[src/rtl/disp_mux.sv]
// disp_mux: memory-mapped 4-digit hex display driver (common-anode, active-low outputs).
// Optional leading-zero blanking is compiled in when DISP_LZB_EN is defined.
module disp_mux #(
   parameter int DATA_W      = 32,
   parameter int REFRESH_DIV = 50000,
   parameter int CNT_W       = 16
) (
   input  logic              clk,
   input  logic              rst,
   input  logic              sel,
   input  logic              we,
   input  logic [DATA_W-1:0] data_in,
   output logic [DATA_W-1:0] data_out,
   output logic [7:0]        Disp,
   output logic [3:0]        Disp_sel
);

   localparam logic [CNT_W-1:0] CNT_LAST = CNT_W'(REFRESH_DIV - 1);

   logic [15:0]      value_q, value_d;
   logic [3:0]       dp_q, dp_d;
   logic [CNT_W-1:0] cnt_q, cnt_d;
   logic [1:0]       idx_q, idx_d;
   logic [7:0]       disp_q, disp_d;
   logic [3:0]       disp_sel_q, disp_sel_d;

   logic             wr_en;
   logic             cnt_last;
   logic [3:0]       nibble;
   logic [6:0]       seg;
   logic             blank;

   assign wr_en    = sel & we;
   assign cnt_last = (cnt_q == CNT_LAST);

   generate
      if (DATA_W > 20) begin : g_unused
         logic unused_data_hi;
         assign unused_data_hi = ^data_in[DATA_W-1:20];
      end
   endgenerate

   always_comb begin
      value_d = value_q;
      dp_d    = dp_q;
      if (wr_en) begin
         value_d = data_in[15:0];
         dp_d    = data_in[19:16];
      end
   end

   // Scanning runs independently of writes; a write never resets the refresh position.
   always_comb begin
      cnt_d = cnt_q + CNT_W'(1);
      idx_d = idx_q;
      if (cnt_last) begin
         cnt_d = '0;
         idx_d = idx_q + 2'd1;
      end
   end

   always_comb begin
      nibble = value_q[3:0];
      case (idx_q)
         2'd0: nibble = value_q[3:0];
         2'd1: nibble = value_q[7:4];
         2'd2: nibble = value_q[11:8];
         2'd3: nibble = value_q[15:12];
         default: nibble = value_q[3:0];
      endcase
   end

   always_comb begin
      seg = 7'h00;
      case (nibble)
         4'h0: seg = 7'h3F;
         4'h1: seg = 7'h06;
         4'h2: seg = 7'h5B;
         4'h3: seg = 7'h4F;
         4'h4: seg = 7'h66;
         4'h5: seg = 7'h6D;
         4'h6: seg = 7'h7D;
         4'h7: seg = 7'h07;
         4'h8: seg = 7'h7F;
         4'h9: seg = 7'h6F;
         4'hA: seg = 7'h77;
         4'hB: seg = 7'h7C;
         4'hC: seg = 7'h39;
         4'hD: seg = 7'h5E;
         4'hE: seg = 7'h79;
         4'hF: seg = 7'h71;
         default: seg = 7'h00;
      endcase
   end

`ifdef DISP_LZB_EN
   // A digit is a leading zero when it and every more-significant nibble are zero.
   always_comb begin
      blank = 1'b0;
      case (idx_q)
         2'd0: blank = 1'b0;
         2'd1: blank = (value_q[15:4] == 12'h000);
         2'd2: blank = (value_q[15:8] == 8'h00);
         2'd3: blank = (value_q[15:12] == 4'h0);
         default: blank = 1'b0;
      endcase
   end
`else
   assign blank = 1'b0;
`endif

   always_comb begin
      disp_sel_d  = ~(4'b0001 << idx_q);
      disp_d[7]   = ~dp_q[idx_q];
      disp_d[6:0] = blank ? 7'h7F : ~seg;
   end

   always_ff @(posedge clk or posedge rst) begin
      if (rst) begin
         value_q    <= '0;
         dp_q       <= '0;
         cnt_q      <= '0;
         idx_q      <= '0;
         disp_q     <= 8'hFF;
         disp_sel_q <= 4'hF;
      end else begin
         value_q    <= value_d;
         dp_q       <= dp_d;
         cnt_q      <= cnt_d;
         idx_q      <= idx_d;
         disp_q     <= disp_d;
         disp_sel_q <= disp_sel_d;
      end
   end

   assign data_out = DATA_W'({dp_q, value_q});
   assign Disp     = disp_q;
   assign Disp_sel = disp_sel_q;

endmodule
[config.mk]
export PLATFORM = sky130hd
export DESIGN_NAME = disp_mux
export DESIGN_NICKNAME = d
export VERILOG_FILES = /design/src/rtl/disp_mux.sv
export SDC_FILE = /design/constraint.sdc
export NUM_CORES = 1
export LEC_CHECK = 0
export ABC_AREA = 0
export BUFFER_PORTS_ARGS = -buffer_cell sky130_fd_sc_hd__buf_2
export CAP_MARGIN = 15
export CORE_UTILIZATION = 50
export DETAILED_ROUTE_END_ITERATION = 7
export PLACE_DENSITY_LB_ADDON = 0.15
export SLEW_MARGIN = 25
export SYNTH_ARGS = -nofsm -noshare
export SYNTH_HDL_FRONTEND = slang
export SYNTH_SLANG_ARGS = --single-unit
[constraint.sdc]
create_clock -name clk -period 3.8 [get_ports clk]
set_input_delay 0.38 -clock clk [delete_from_list [all_inputs] [get_ports clk]]
set_output_delay 0.38 -clock clk [all_outputs]
set_load 0.05 [all_outputs]
==> impl_metrics.toml <==
[status]
status = "finished clean"

[floorplanning]
rows = 25
initial_core_util_pct = 51.9
coreArea_mm2 = 0.00472
dieArea_mm2 = 0.00519
die_w_um = 72.1
boundaryPins = 80
die_h_um = 72.1

[logic_synthesis]
synth_compound_area_share_pct = 3.98
synth_warnings = 0
synth_top_area_share_pct = 38.8
ys_ff_latch = 50
synth_top_cell_by_area = "dfrtp_1"
syn_inst = 200
synth_cell_types = 36
synthMuxAreaShare_pct = 15.5
syn_area_per_cell_um2 = 12.3
synth_simple_gate_area_share_pct = 9.59
ys_seq_area_share_pct = 51.6
synth_top_family_by_area = "multiplexers"
synth_area_mm2 = 0.00245
yosys-top-cells-area = "dfrtp_1 39%, dfstp_2 13%, mux2_2 10%"
synth_xor_area_share_pct = 5.35
synth-adder-area-share_pct = 6.63

[worst_setup_path]
reg2reg_from = "idx_q[0]$_DFFE_PP0N_"
cp.arrival_ns = 2.54
path_max_fanout = 12
worstSetupEndpointType = "register"
cp.required_ns = 4.02
cp-startpoint = "idx_q[0]$_DFFE_PP0N_"
worst-setup-path-type = "reg2reg"
start_kind = "register"

[timing]
fmax_mhz = 431
rsz0062_at_grt = "false"
hold-worst-slack_ns = 0.202
hold_violations = 0
tightest_slew_ns = 0.860
min_period_ns = 2.32
tns_ns = 0
fin_skew_ns = 0.0126
finalSetupViolCount = 0
layout_setup_ws_ns = 1.48
relSlewSlack_pct = 42.5
final_max_slew_viol_count = 0
fin_crit_sh_pct = 61.1

[power]
ir_drop_uv = 265
powerDensity_mw_per_mm2 = 472
finalPower_w = 0.00134
p_switching_w = 0.000491
p_leak_nw = 1.40
p_comb_share_pct = 30.4
switching_share_pct = 36.6
internal_power_w = 0.000851
pwr-share-clk_pct = 23.0
seqPwrFrac_pct = 46.6

[routing]
viasPerCell = 4.91
wl_per_cell_um = 12.8
drtIter0Drc = 70
postRouteWirelength_mm = 4.17
drcViolationCount = 0
vias = 1597
drtAntennaViolNets = 0
firstDrtPassIters = 4

[hold_path]
min_path_type = "in2async"

[clock_network]
clockBufferDepth = 2
ctsHoldBuffers = 0
cts-buffers-inserted = 5
clockRootBuffer = "clkbuf_8"
post_cts_resized = 0
htreeDepth = 2
tritoncts = "yes"
clock_sinks = 50
clock_latency_ns = 0.30
post_cts_buffers = 0
clk_pin_slew_worst_paths_ns = 0.09

[layout]
final_cell_mix = "55 x buf_2, 38 x dfrtp_1, 22 x mux2_2, 15 x inv_1"
area_growth_pct = 15.8
layout_commonest_cell = "buf_2"
drive_above_1_share_pct = 40.7
nets = 306
fin_util_pct = 60.2
n_antenna_cell = 0

[global_route]
antenna_found_initial = 0
grtUsageTotal_pct = 17.1
grt_pass1_vias = 1523
grt-ovfl-total = 0
grt_max_degree = 51
grt_pass1_wl_mm = 6.70

[placed_design]
dpl_worst_slack_ns = 1.48
gp_congestion = 0.772
io_buffer_count = 55
place_hpwl_mm = 3.05

[flow_run]
drv_cap = 0
routing by layer:
layer | track usage [%] | vias to the layer above | share of wire (%)
li1 | - | 777 | -
met1 | 19.2 | 764 | 45
met2 | 30.4 | 48 | 49
met3 | 4.31 | 8 | 4.7
met4 | 8.50 | 0 | 2.1
met5 | 0 | - | 0
synthesized netlist by cell type:
cell type and number:
nand3_2 1, xor2_1 7, and4_2 1, or3_1 1, and4_1 2, nand4_1 4
nor4_2 1, mux2i_1 11, conb_1 1, nand2b_1 1, clkbuf_1 3, a21o_1 1
or2_1 1, xnor2_1 8, and3_1 2, ha_1 13, a222oi_1 4, a221o_1 1
nor3_1 1, o21ai_0 1, mux2_2 22, mux4_2 1, inv_1 16, o31ai_1 1
nor2_1 13, nor4_1 1, buf_4 14, nor2b_1 1, o22ai_1 3, dfstp_2 12
dfrtp_1 38, a21oi_2 1, nand3_1 4, or4_4 1, nand2_1 6, nor4b_1 1
power groups by stage:
| stage | Clock [W] | Combinational, W | Sequential (W) |
|---|---|---|---|
| floorplan | 0 | 0.000147 | 0.000823 |
| global placement | 0 | 0.000408 | 0.000635 |
| detailed placement | 0 | 0.000411 | 0.000636 |
| CTS | 0.000321 | 0.000412 | 0.000626 |
| global route | 0.000337 | 0.000434 | 0.000632 |
| finish | 0.000309 | 0.000408 | 0.000625 |
layout make-up:
class,instances,area (um^2)
clock buffer,7,86.3
clock inverter,1,5.00
fill,397,1880
inverter,16,61.3
multi-input combinational,128,1060
sequential,50,1270
tap,67,83.8
timing repair buffer,56,283
final timing paths:
check / depth (start not counted) / slack [ns] / endpoint
worst max-delay path: 6 / 1.48 / Disp[0]$_DFF_PP1_
worst min-delay path: 2 / 0.20 / value_q[11]$_DFFE_PP0P_
worst max register to register: 6 / 1.48 / Disp[0]$_DFF_PP1_
worst min register to register: 1 / 0.49 / cnt_q[0]$_DFF_PP0_
max in group asynchronous: 2 / 3.11 / value_q[1]$_DFFE_PP0P_
min in group clk: 2 / 0.30 / value_q[13]$_DFFE_PP0P_
sequential cells by signal, indices dropped and copies added, names as in the netlist:
name and cells:
Disp 8, Disp_sel 4, cnt_q 16, dp_q 4, idx_q 2, value_q 16
stage by stage:
stage	area (um^2)	std cells
after floorplan	2490	211
after detailed placement	2750	317
after global placement	2750	317
after global routing	2840	325
final	2840	325
after CTS	2840	325
kinds of logic after synthesis:
kind of cell,count (synthesis)
mux,34
xor+xnor,15
flops,50
buf+inv,33
fa+ha+maj,13
compound gates,12
other cells,1
simple gates,42
worst max-delay path, cell delays in order, from the launching register on:
cell      delay [ns]
dfrtp_1         0.42
inv_1           0.13
ha_1            0.29
a222oi_1        0.50
mux2i_2         0.34
and3_1          0.30
a221o_1         0.27
(Power assumes the default switching activity.)
